### src/rtl/multicycle_control.sv
// ---------------------------------------------------------------------------
// multicycle_control
//
// Control FSM for a multicycle RV32I-subset datapath (R-type, I-ALU, load,
// store, conditional branch). Each instruction walks FETCH -> DECODE and then
// a class-specific path; unknown opcodes, unsupported branch conditions and
// memory accesses that never complete land in a sticky ERROR state.
//
// Ports
//   clk          sole clock, rising-edge
//   reset_n      asynchronous active-low reset
//   instruction  IR contents (valid from DECODE onward)
//   mem_ready    completion strobe for the current memory access
//   alu_zero     ALU result is zero
//   alu_lt       signed rs1 < rs2
//   ALUOp        00 add, 01 branch compare, 10 funct-decoded
//   alu_src_a    0 PC, 1 rs1
//   alu_src_b    00 rs2, 01 const 4, 10 I/S immediate, 11 branch immediate
//   ir_write, pc_write, pc_src, iord, mem_read, mem_write,
//   reg_write, mem_to_reg, illegal   single-bit control strobes
//   state        current FSM state (debug)
// ---------------------------------------------------------------------------
module multicycle_control #(
  parameter int TIMEOUT = 16
) (
  input  logic        clk,
  input  logic        reset_n,
  input  logic [31:0] instruction,
  input  logic        mem_ready,
  input  logic        alu_zero,
  input  logic        alu_lt,
  output logic [1:0]  ALUOp,
  output logic        alu_src_a,
  output logic [1:0]  alu_src_b,
  output logic        ir_write,
  output logic        pc_write,
  output logic        pc_src,
  output logic        iord,
  output logic        mem_read,
  output logic        mem_write,
  output logic        reg_write,
  output logic        mem_to_reg,
  output logic        illegal,
  output logic [2:0]  state
);

  localparam int            CW        = $clog2(TIMEOUT) + 1;
  localparam logic [CW-1:0] LAST_WAIT = CW'(TIMEOUT - 1);

  localparam logic [6:0] OP_R      = 7'b0110011;
  localparam logic [6:0] OP_I      = 7'b0010011;
  localparam logic [6:0] OP_LOAD   = 7'b0000011;
  localparam logic [6:0] OP_STORE  = 7'b0100011;
  localparam logic [6:0] OP_BRANCH = 7'b1100011;

  typedef enum logic [2:0] {
    S_FETCH  = 3'd0,
    S_DECODE = 3'd1,
    S_EXEC   = 3'd2,
    S_MEM    = 3'd3,
    S_WB     = 3'd4,
    S_BRANCH = 3'd5,
    S_ERROR  = 3'd7
  } state_t;

  state_t        cur_state;
  state_t        next_state;
  logic [CW-1:0] wait_cnt;
  logic [6:0]    opcode;
  logic [2:0]    funct3;
  logic          waiting;
  logic          timed_out;
  logic          branch_valid;
  logic          branch_taken;
  logic          unused_instr_bits;

  assign opcode = instruction[6:0];
  assign funct3 = instruction[14:12];
  assign state  = cur_state;

  // Only opcode and funct3 steer control; the remaining IR fields feed the
  // datapath directly.
  assign unused_instr_bits = ^{instruction[31:15], instruction[11:7]};

  // A memory wait is only meaningful in FETCH and MEM; mem_ready is ignored
  // elsewhere. The timeout fires on the last allowed idle cycle so that a
  // late mem_ready on that same cycle still wins.
  assign waiting   = ((cur_state == S_FETCH) || (cur_state == S_MEM)) && !mem_ready;
  assign timed_out = waiting && (wait_cnt == LAST_WAIT);

  // Branch condition from funct3; unsupported encodings are flagged invalid.
  always_comb begin
    branch_valid = 1'b1;
    branch_taken = 1'b0;
    case (funct3)
      3'b000:  branch_taken = alu_zero;
      3'b001:  branch_taken = !alu_zero;
      3'b100:  branch_taken = alu_lt;
      3'b101:  branch_taken = !alu_lt;
      default: branch_valid = 1'b0;
    endcase
  end

  // State register and wait counter. The counter is zero whenever the FSM is
  // not idling on memory, so it is already clear on entry to FETCH or MEM.
  always_ff @(posedge clk or negedge reset_n) begin
    if (!reset_n) begin
      cur_state <= S_FETCH;
      wait_cnt  <= '0;
    end else begin
      cur_state <= next_state;
      wait_cnt  <= waiting ? wait_cnt + 1'b1 : '0;
    end
  end

  // Next-state and output decode. Reset forces every output low so that no
  // memory or register strobe escapes while reset_n is held.
  always_comb begin
    next_state = cur_state;
    ALUOp      = 2'b00;
    alu_src_a  = 1'b0;
    alu_src_b  = 2'b00;
    ir_write   = 1'b0;
    pc_write   = 1'b0;
    pc_src     = 1'b0;
    iord       = 1'b0;
    mem_read   = 1'b0;
    mem_write  = 1'b0;
    reg_write  = 1'b0;
    mem_to_reg = 1'b0;
    illegal    = 1'b0;

    case (cur_state)
      S_FETCH: begin
        mem_read  = 1'b1;
        alu_src_b = 2'b01;
        if (mem_ready) begin
          ir_write   = 1'b1;
          pc_write   = 1'b1;
          next_state = S_DECODE;
        end else if (timed_out) begin
          next_state = S_ERROR;
        end
      end
      S_DECODE: begin
        alu_src_b = 2'b11;
        case (opcode)
          OP_R, OP_I, OP_LOAD, OP_STORE: next_state = S_EXEC;
          OP_BRANCH:                     next_state = S_BRANCH;
          default:                       next_state = S_ERROR;
        endcase
      end
      S_EXEC: begin
        alu_src_a = 1'b1;
        case (opcode)
          OP_R: begin
            ALUOp      = 2'b10;
            next_state = S_WB;
          end
          OP_I: begin
            alu_src_b  = 2'b10;
            ALUOp      = 2'b10;
            next_state = S_WB;
          end
          OP_LOAD, OP_STORE: begin
            alu_src_b  = 2'b10;
            next_state = S_MEM;
          end
          default: next_state = S_ERROR;
        endcase
      end
      S_MEM: begin
        iord = 1'b1;
        case (opcode)
          OP_LOAD: begin
            mem_read = 1'b1;
            if (mem_ready) next_state = S_WB;
          end
          OP_STORE: begin
            mem_write = 1'b1;
            if (mem_ready) next_state = S_FETCH;
          end
          default: next_state = S_ERROR;
        endcase
        if (timed_out) next_state = S_ERROR;
      end
      S_WB: begin
        reg_write  = 1'b1;
        mem_to_reg = (opcode == OP_LOAD);
        next_state = S_FETCH;
      end
      S_BRANCH: begin
        alu_src_a = 1'b1;
        ALUOp     = 2'b01;
        if (branch_valid) begin
          pc_write   = branch_taken;
          pc_src     = branch_taken;
          next_state = S_FETCH;
        end else begin
          next_state = S_ERROR;
        end
      end
      S_ERROR: begin
        illegal = 1'b1;
      end
      default: next_state = S_ERROR;
    endcase

    if (!reset_n) begin
      ALUOp      = 2'b00;
      alu_src_a  = 1'b0;
      alu_src_b  = 2'b00;
      ir_write   = 1'b0;
      pc_write   = 1'b0;
      pc_src     = 1'b0;
      iord       = 1'b0;
      mem_read   = 1'b0;
      mem_write  = 1'b0;
      reg_write  = 1'b0;
      mem_to_reg = 1'b0;
      illegal    = 1'b0;
    end
  end

endmodule

### config.mk
export PLATFORM = sky130hd
export DESIGN_NAME = multicycle_control
export DESIGN_NICKNAME = d
export VERILOG_FILES = /design/src/rtl/multicycle_control.sv
export SDC_FILE = /design/constraint.sdc
export NUM_CORES = 1
export LEC_CHECK = 0
export ABC_AREA = 1
export BUFFER_PORTS_ARGS = -buffer_cell sky130_fd_sc_hd__buf_4
export CAP_MARGIN = 20
export CORE_UTILIZATION = 35
export CTS_CLUSTER_SIZE = 28
export DETAILED_ROUTE_END_ITERATION = 8
export GPL_TIMING_DRIVEN = 1
export PLACE_DENSITY = 0.7
export SYNTH_ARGS = -nofsm -noshare
export SYNTH_HDL_FRONTEND = slang
export SYNTH_SLANG_ARGS = --single-unit
### constraint.sdc
create_clock -name clk -period 2.4 [get_ports clk]
set_input_delay 0.36 -clock clk [delete_from_list [all_inputs] [get_ports clk]]
set_output_delay 0.36 -clock clk [all_outputs]
set_load 0.01 [all_outputs]
# == Word level (Yosys, flattened, before mapping) ==
# Index checks and enable logic that the tools add are counted.
# op_classes
n_bitwise,1
n_mux,43
n_eq_ne,18
n_reduce_logical,15
n_addsub,1
# op_table
cell,count
1-bit 2-to-1 mux,23
3-bit one-hot mux with 7 select lines,1
3-bit 2-to-1 mux,6
3-bit one-hot mux with 2 select lines,3
"3-bit equality test, second input constant",5
"7-bit by 6-bit equality test with 1-bit output, second input constant",2
2-bit 2-to-1 mux,4
"4-bit inequality test, second input constant",2
4-bit OR reduction,2
"7-bit by 2-bit equality test with 1-bit output, second input constant",1
"7-bit by 5-bit equality test with 1-bit output, second input constant",1
"7-bit equality test, second input constant",1
"3-bit by 1-bit equality test with 1-bit output, second input constant",2
"3-bit by 2-bit equality test with 1-bit output, second input constant",2
3-bit zero test,2
2-bit one-hot mux with 3 select lines,1
2-bit OR reduction,3
"5-bit by 1-bit adder with 5-bit output, second input constant",1
"5-bit by 4-bit equality test with 1-bit output, second input constant",1
5-bit 2-to-1 mux,1
1-bit one-hot mux with 2 select lines,2
1-bit one-hot mux with 4 select lines,1
2-bit one-hot mux with 2 select lines,1
4-bit AND reduction,1
other kinds (6),9
# word_totals
register_bits,8
inputBits,37
wordCells,80

# == Depth between registers and ports, before layout ==
# Gate-level depths: netlist of run 1.
# logic_depth
word_depth,7
depth_mapped,10
ltp_nobuf,10

# == Worst setup path before layout of run 1 ==
# Ideal clock, no wire load.
# synth_path
path_kind,register -> output
from,register cur_state[1] (netlist: state[1])
to,output port pc_write
setup_slack_ns,0.836
t_arrival_ns,1.204
t_required_ns,2.040
stages_incl_launch_ff,6
cell_sequence,dfrtp_1 -> inv_1 -> nand2_1 -> nor2_1 -> nand2_1 -> o22ai_1
# synth_via
elab_chain_len,3
word_cells_on_any_way,4
# synth_rtl
element,line,rtl
from (decl),66,state_t cur_state;
from (signal assigned),111,cur_state <= next_state;
3-bit equality test or 3-bit zero test (tied branches),133,case (cur_state)
1-bit one-hot mux with 2 select lines (*),133,
1-bit 2-to-1 mux (*),209,if (!reset_n) begin
to (decl),36,"output logic pc_write,"
# Every way passes the cells marked *; elsewhere a longest branch is shown, timed or not.

# == Worst setup path in the final report of run 1 ==
# layout_path
from,input port reset_n
to,output port pc_write
# layout_via
elab_chain_len,1
# layout_rtl
element,line,rtl
from (decl),27,"input logic reset_n,"
1-bit 2-to-1 mux,209,
# No other way between the ends.

==> results of run 1 <==
==> path summary, 6_finish.rpt <==
path | startpoint | end | slack [ns] | cells after the start
max in group asynchronous | reset_n | state[1] | 1.80 | 2
worst max-delay path | reset_n | pc_write | 0.32 | 7
worst min register to register | wait_cnt[0] | wait_cnt[0] | 0.48 | 1
worst max register to register | wait_cnt[0] | state[0] | 0.88 | 10
min in group clk | wait_cnt[0] | wait_cnt[0] | 0.48 | 1
worst min-delay path | reset_n | wait_cnt[2] | 0.46 | 2
==> repair_timing <==
action                                  CTS  global route
endpoints found under the setup margin    0             0
hold buffers                              1             0
hold endpoints to repair                  8             0
==> metal layers <==
layer	global-route usage, %	share of wire, %	wire (um)	vias to the layer above
li1	-	-	-	457
met1	20.0	44	807	360
met2	33.8	50	921	32
met4	9.44	0.33	6	0
met3	2.26	5.3	98	2
met5	0	0	0	-
==> cells by family (layout without fill, tap and decap cells) <==
family,after synthesis,count (layout)
AND/OR/NAND/NOR,78,78
buffers and inverters,22,56
AO/OA/AOI/OAI,12,12
flip-flops,8,8
adder cells (fa/ha/maj),2,2
XOR/XNOR,2,2
==> synth_stat cells (all sizes together) <==
cell / n
ha: 2
o22ai: 1
dfrtp: 8
nand3: 12
nand2: 34
buf: 1
a21oi: 7
o21ai: 4
nor3b: 1
and3: 2
and2: 1
inv: 21
nor2: 26
xor2: 2
nor3: 2
==> where the power goes <==
part,total [mW],switching [mW],internal (mW)
sequential,0.232,0.0593,0.173
clock,0.101,0.0441,0.0571
combinational,0.538,0.322,0.217
==> registers in the layout, indices dropped and copies added, names as in the netlist <==
signal / cells
wait_cnt: 5
state: 3
==> through the flow <==
| step | cell area [um^2] | hold slack (ns) | total power [mW] | instances | utilization, % |
|---|---|---|---|---|---|
| after global routing | 1020 | 0.469 | 0.955 | 185 | 52.0 |
| after detailed placement | 987 | 0.189 | 0.770 | 181 | 50.3 |
| after CTS | 1020 | 0.452 | 0.879 | 185 | 52.0 |
| final | 1020 | 0.463 | 0.871 | 185 | 52.0 |
| after floorplan | 732 | 0.0644 | 0.593 | 124 | - |
| after global placement | 987 | 0.187 | 0.758 | 181 | 50.3 |
==> critical path, stage by stage <==
cell and delay [ns]:
dlygate4sd3_1 0.52, buf_4 0.18, nand2_1 0.12, nor2_1 0.17
nand2_1 0.09, o22ai_1 0.13, buf_4 0.14
==> cell type report <==
cell class                      count  share of cell area, %
Clock buffer                        3                   2.21
Inverter                           21                   7.73
Timing Repair Buffer               32                   23.8
Sequential cell                     8                   19.6
Tap cell                           27                   3.31
Multi-Input combinational cell     94                   43.3
==> metrics.md, run 1 <==
| Metric | Value |
|---|---|
| Count of pins over their slew limit | `0` |
| Vias in the first global route | `748` |
| Status | `finished, final reports clean` |
| DRC viols | `0` |
| Final Cycle Share | `86.6%` |
| Longest Clk Path Bufs | `2` |
| Max cap viols | `0` |
| First-pass GRT wire length | `2860 um` |
| Hold Violations, Final | `0` |
| Period minus WS final | `2.08 ns` |
| Synth Area in Simple Gates | `45.6%` |
| Worst setup SP type | `input pin` |
| Register bit total from synthesis | `8` |
| Number of gates resized after cts | `0` |
| Synthesized instance count | `124` |
| Number of H-tree levels | `1` |
| Peak Freq | `0.481 GHz` |
| Initial Util | `37.3%` |
| Post-synth top area share | `27.4%` |
| Largest family of logic cells by synthesized area | `simple AND/OR/NAND/NOR gates` |
| I/O pin total | `54` |
| CTS tree | `built` |
| Crit Path Max Fanout | `10` |
| Syn_area_per_cell | `5.90 um^2` |
| Clk slew on worst S/H paths | `0.05 ns` |
| Initial DRC Count | `17` |
| Final setup vio count | `0` |
| Post-Synth Adder-Cell Area | `3.42%` |
| Largest net degree at the start of global routing | `11` |
| Post-CTS Setup Bufs | `0` |
| Pre-Repair DR Iteration Count | `4` |
| Die area | `2280 um^2` |
| Worst Setup Slack, final | `0.322 ns` |
| GPL Wtd Cong | `0.904` |
| Post-Route Setup TNS | `0 ns` |
| Root Driver | `clkbuf_4` |
| Relative slew slack | `79.5%` |
| Maximum VDD drop | `0.484 mV` |
| Antenna diodes | `0` |
| Cell Area, Synth | `732 um^2` |
| Area of the multi-input gates | `442 um^2` |
| GRT Total Usage | `18.2%` |
| Lkg Pwr | `0.571 nW` |
| CP Capture Type | `output pin` |
| Routed wire length | `1830 um` |
| Post-synthesis sequential area ratio | `27.4%` |
| Proportion of synthesized area in mux cells | `0%` |
| Post-synth net total | `163` |
| Most frequent cells in the layout | `33 x nand2_1, 31 x buf_4, 24 x nor2_1` |
| Core area | `1960 um^2` |
| Synth Area in XOR/XNOR | `2.39%` |
| Post-DRT Antenna Nets | `0` |
| Commonest non-fill, non-tap cell in the layout | `nand2_1` |
| Number of fill cells | `217` |
| CP Data Arrival Time | `1.72 ns` |
| Register area | `200 um^2` |
| Vias | `851` |
| Worst Skew | `0.00235 ns` |
| Synth area leader | `dfrtp_1` |
| Area delta synth->final | `39.3%` |
| DIE HEIGHT | `47.7 um` |
| Clock insertion delay at the later pin of the skew report | `0.25 ns` |
| Critical Path RT | `2.04 ns` |
| CTS Buf Count | `3` |
| Kind of critical path | `in -> out` |
| Initial antenna violation count | `0` |
| Worst slack, placed | `0.848 ns` |
| DP HPWL | `1530 um` |
| Nets | `199` |
| Hold/Removal Path Class | `in -> async` |
| Post-synthesis compound-gate area fraction | `8.89%` |
| Die X | `47.7 um` |
| Post-synth cell types | `20` |
| Via-per-instance ratio | `4.60` |
| Slew @ Worst Pin | `0.307 ns` |
| CTS sink count | `8` |
| RSZ-0062 raised after global routing | `no` |
| Synth top area cells | `dfrtp_1 27%, nand2_1 17%, nor2_1 12%` |
| Row count | `16` |
| WL/cell | `9.91 um` |
| Port Buffer Count | `31` |
| Layout cells sized above 1 | `25.3%` |
| YS warnings | `0` |
| GRT Residual Overflow | `0` |
| Pwr dens | `854 nW/um^2` |
Power figures use the tool's default switching activity.
==> run 2, diff against run 1 <==
--- a/config.mk
+++ b/config.mk
@@ -13,6 +13,7 @@
 export DETAILED_ROUTE_END_ITERATION = 8
 export GPL_TIMING_DRIVEN = 1
 export PLACE_DENSITY = 0.7
+export REMOVE_ABC_BUFFERS = 1
 export SYNTH_ARGS = -nofsm -noshare
 export SYNTH_HDL_FRONTEND = slang
 export SYNTH_SLANG_ARGS = --single-unit
==> run 2 against run 1 <==
Setup slack improved by 0.016 ns. First-iteration DRC count decreased by 41%. Non-clock buffer count unchanged. Clock skew increased by 0.0050 ns. Total power decreased by 0.84%. Cell count unchanged. Flip-flop and latch count unchanged. Cell area unchanged. Worst hold slack got worse by 0.0028 ns. Critical path depth unchanged. Die area unchanged. Combinational power decreased by 0.9%. Largest cell class unchanged.
==> metrics.md, run 2 (synthesized netlist as in run 1, its figures left out) <==
| Metric | Value |
|---|---|
| Number of fill cells | `211` |
| Number of H-tree levels | `1` |
| Post-DRT Antenna Nets | `0` |
| Worst Setup Slack, final | `0.338 ns` |
| Status | `finished, final reports clean` |
| Hold/Removal Path Class | `in -> async` |
| Critical Path RT | `2.04 ns` |
| Worst hold margin | `0.460 ns` |
| Worst slack, placed | `0.830 ns` |
| Final setup vio count | `0` |
| Sw Share | `48.4%` |
| Max cap viols | `0` |
| Initial DRC Count | `10` |
| Maximum VDD drop | `0.503 mV` |
| Longest Clk Path Bufs | `2` |
| Area delta synth->final | `39.3%` |
| CP Data Arrival Time | `1.70 ns` |
| Register share of total power | `26.8%` |
| Gate power share | `61.7%` |
| Routed wire length | `1710 um` |
| WL/cell | `9.22 um` |
| Final std cells w/o fill | `185` |
| Row count | `16` |
| Pre-Repair DR Iteration Count | `4` |
| Max reg flops | `5` |
| Peak Freq | `0.485 GHz` |
| Most frequent cells in the layout | `33 x nand2_1, 31 x buf_4, 24 x nor2_1` |
| Util after Layout | `52.0%` |
| GPL Wtd Cong | `0.877` |
| I/O pin total | `54` |
| GRT Residual Overflow | `0` |
| DIE HEIGHT | `47.7 um` |
| Root Driver | `clkbuf_4` |
| Clock power frac | `11.5%` |
| Clk slew on worst S/H paths | `0.05 ns` |
| CTS Buf Count | `3` |
| GRT Total Usage | `16.2%` |
| Port Buffer Count | `31` |
| Crit Path Max Fanout | `10` |
| Relative slew slack | `79.8%` |
| CP Capture Type | `output pin` |
| Period minus WS final | `2.06 ns` |
| Core area | `1960 um^2` |
| Nets | `199` |
| Initial Util | `37.3%` |
| Antenna diodes | `0` |
| Worst Skew | `0.00734 ns` |
| Vias | `847` |
| CTS tree | `built` |
| Pwr dens | `847 nW/um^2` |
| Lkg Pwr | `0.571 nW` |
| Area after DPL | `987 um^2` |
| Hold Violations, Final | `0` |
| Die X | `47.7 um` |
| DRC viols | `0` |
| Worst setup SP type | `input pin` |
| Via-per-instance ratio | `4.58` |
| Switch Pwr | `0.418 mW` |
| Final Cycle Share | `85.9%` |
| CTS sink count | `8` |
| Layout cells sized above 1 | `25.3%` |
| Die area | `2280 um^2` |
| First-pass GRT wire length | `2600 um` |
| Most flops, register | `wait_cnt` |
| Post-Route Setup TNS | `0 ns` |
| Largest net degree at the start of global routing | `11` |
| Pwr Total | `0.864 mW` |
| Clock insertion delay at the later pin of the skew report | `0.25 ns` |
| Final instance area | `1020 um^2` |
| Vias in the first global route | `687` |
| Placed Instances | `181` |
| Commonest non-fill, non-tap cell in the layout | `nand2_1` |
| DP HPWL | `1420 um` |
| Count of pins over their slew limit | `0` |
| Pint | `0.446 mW` |
| Kind of critical path | `in -> out` |
| Slew @ Worst Pin | `0.303 ns` |
| Initial antenna violation count | `0` |
| RSZ-0062 raised after global routing | `no` |
-- run 2: cell counts in the layout (fill, tap and decap cells not counted) --
No cell type changed its count.
-- run 2: cell type report --
cell class / count / area [um^2] / area share, %
Multi-Input combinational cell: 94 / 442 / 43.3
Tap cell: 27 / 33.8 / 3.31
Inverter: 21 / 78.8 / 7.73
Timing Repair Buffer: 32 / 243 / 23.8
Sequential cell: 8 / 200 / 19.6
Clock buffer: 3 / 22.5 / 2.21
-- run 2: path summary, 6_finish.rpt --
check	startpoint	end	slack [ns]	cells after the start
worst max-delay path	reset_n	pc_write	0.34	7
worst min-delay path	reset_n	wait_cnt[2]	0.46	2
worst max register to register	wait_cnt[0]	state[0]	0.92	10
worst min register to register	wait_cnt[0]	wait_cnt[0]	0.46	1
max in group asynchronous	reset_n	state[0]	1.80	2
min in group clk	wait_cnt[0]	wait_cnt[0]	0.46	1
-- run 2: metal layers --
metal  GRT usage [%]  vias to the layer above  routed length (um)
li1                -                      452                   -
met1            17.8                      372                 776
met2            30.5                       21                 861
met3            1.13                        2                  61
met4            8.33                        0                   6
met5               0                        -                   0
-- run 2: worst max-delay path: stages --
cell and delay (ns):
dlygate4sd3_1 0.52, buf_4 0.17, nand2_1 0.13, nor2_1 0.16, nand2_1 0.08, o22ai_1 0.13, buf_4 0.14
-- run 2: power groups by stage --
stage / clock network (mW) / logic (mW) / registers (mW)
global placement: 0 / 0.524 / 0.230
floorplan: 0 / 0.340 / 0.233
finish: 0.0994 / 0.533 / 0.232
detailed placement: 0 / 0.531 / 0.232
CTS: 0.106 / 0.535 / 0.230
global route: 0.110 / 0.613 / 0.236
-- run 2: repair_timing --
action                                 in CTS  in global routing
resized for setup                           0                  0
buffers inserted                            0                  0
endpoints found under the hold margin       8                  0
hold buffers                                1                  0
==> run 3, diff against run 2 <==
==> constraint.sdc (replaced) <==
create_clock -name clk -period 2.4 [get_ports clk]
set_input_delay 0.48 -clock clk [delete_from_list [all_inputs] [get_ports clk]]
set_output_delay 0.48 -clock clk [all_outputs]
set_load 0.01 [all_outputs]
==> run 3 against run 2 <==
Sequential power barely moved. Critical path type is now reg -> out. Critical path depth down 1. Worst hold slack got worse by 0.42 ns. Core utilization decreased by 0.51 points. Flip-flop and latch count stayed put. Setup slack gained 0.12 ns. Largest power group unchanged. Via count fell by 0.71%. Critical endpoint unchanged. Sequential share of layout area grew 0.19 points. Wire length grew 0.23%. Total power shrank 0.15%. Clock skew about the same. Clock power hardly changed.
==> metrics.md, run 3 (synthesized netlist as in run 1, its figures left out) <==
| Metric | Value |
|---|---|
| Crit Path Max Fanout | `7` |
| Count of pins over their slew limit | `0` |
| Worst setup SP type | `register` |
| Clk slew on worst S/H paths | `0.05 ns` |
| Relative slew slack | `79.8%` |
| Maximum VDD drop | `0.503 mV` |
| R2r worst-path depth | `10` |
| DIE HEIGHT | `47.7 um` |
| Status | `finished, final reports clean` |
| GPL Wtd Cong | `0.877` |
| Commonest non-fill, non-tap cell in the layout | `nand2_1` |
| Row count | `16` |
| Met2 Use GR | `30.5%` |
| Most frequent cells in the layout | `33 x nand2_1, 31 x buf_4, 24 x nor2_1` |
| Root Driver | `clkbuf_4` |
| Pwr dens | `854 nW/um^2` |
| Nets | `198` |
| Vias in the first global route | `687` |
| Final setup vio count | `0` |
| Area after DPL | `987 um^2` |
| Worst Skew | `0.00702 ns` |
| Post-Route Setup TNS | `0 ns` |
| Post-CTS Setup Bufs | `0` |
| Routed wire length | `1710 um` |
| Longest Clk Path Bufs | `2` |
| Layout cells sized above 1 | `25.5%` |
| RSZ-0062 raised after global routing | `no` |
| Hold_buf cts | `0` |
| Kind of critical path | `reg -> out` |
| Number of H-tree levels | `1` |
| Initial Util | `37.3%` |
| CTS Buf Count | `3` |
| I/O pin total | `54` |
| Lkg Pwr | `0.567 nW` |
| Port Buffer Count | `31` |
| Flop-to-flop setup slack | `0.92 ns` |
| Die area | `2280 um^2` |
| Worst R2R End | `state[0]` |
| GR met3 Demand/Resource | `1.13%` |
| CTS sink count | `8` |
| Most flops, register | `wait_cnt` |
| WL/cell | `9.29 um` |
| GRT Residual Overflow | `0` |
| Slew @ Worst Pin | `0.303 ns` |
| Clock insertion delay at the later pin of the skew report | `0.25 ns` |
| CP Capture Type | `output pin` |
| Peak Freq | `0.515 GHz` |
| Via-per-instance ratio | `4.57` |
| GRT Total Usage | `16.2%` |
| Period minus WS final | `1.94 ns` |
| Final instance area | `1010 um^2` |
| Die X | `47.7 um` |
| Worst reg2reg path startpoint | `wait_cnt[0]` |
| Critical Path RT | `1.92 ns` |
| CP Data Arrival Time | `1.46 ns` |
| Number of gates resized after cts | `0` |
| Pre-Repair DR Iteration Count | `4` |
| DRC viols | `0` |
| First-pass GRT wire length | `2600 um` |
| Core area | `1960 um^2` |
| Initial antenna violation count | `0` |
| DP HPWL | `1420 um` |
| Largest net degree at the start of global routing | `11` |
| Crit path launch | `state[1]` |
| Max reg flops | `5` |
| Antenna diodes | `0` |
| Max cap viols | `0` |
| Hold/Removal Path Class | `in -> async` |
| Number of fill cells | `212` |
| Initial DRC Count | `10` |
| Gr busiest metal | `met2` |
| Post-DRT Antenna Nets | `0` |
| Met1 Use GR | `17.8%` |
| Hold Violations, Final | `0` |
| Final Cycle Share | `80.9%` |
| Area delta synth->final | `37.9%` |
| Critical path destination | `pc_write` |
| CTS tree | `built` |
| Vias | `841` |
## run 3: changes by cell type in the layout (fill, tap and decap cells not counted), sizes merged
cell	before	now
dlygate4sd3	1	0
## run 3: power breakdown
group | switching (mW) | internal, mW
Clock | 0.0423 | 0.0570
Sequential | 0.0593 | 0.173
Combinational | 0.316 | 0.215
Total | 0.418 | 0.445
## run 3: critical path: stages, from the launching register on
cell and delay, ns:
dfrtp_1 0.45, inv_1 0.14, nand2_1 0.13, nor2_1 0.14, nand2_1 0.08, o22ai_1 0.13
buf_4 0.14
## run 3: stage by stage
stage          hold WS [ns]  std cells  power [mW]  util [%]  setup slack [ns]
3_5_place_dp          0.312        181       0.763      50.3             0.590
5_1_grt              0.0372        184       0.958      51.5             0.345
2_1_floorplan         0.184        123       0.573         -             0.716
6_report             0.0416        184       0.863      51.5             0.459
3_3_place_gp          0.309        181       0.754      50.3             0.627
4_1_cts              0.0349        184       0.870      51.5             0.453
## run 3: worst min-delay path by stage
stage            start     endpoint  cells after the start
4_1_cts        reset_n  wait_cnt[2]                      1
5_1_grt        reset_n  wait_cnt[2]                      1
6_report       reset_n  wait_cnt[2]                      1
3_3_place_gp   reset_n  wait_cnt[3]                      1
3_5_place_dp   reset_n  wait_cnt[3]                      1
2_1_floorplan  reset_n     state[0]                      0
## run 3: layout make-up
type                            instances  area [um^2]  area share, %
Clock buffer                            3         22.5           2.23
Inverter                               21         78.8           7.81
Multi-Input combinational cell         94          442           43.7
Sequential cell                         8          200           19.8
Tap cell                               27         33.8           3.35
Timing Repair Buffer                   31          233           23.0
## run 3: layer usage
layer  wire, um  share of wire [%]  vias to the layer above
met5          0                  0                        -
met4          6               0.35                        0
met1        782                 46                      368
li1           -                  -                      450
met2        858                 50                       21
met3         63                3.7                        2
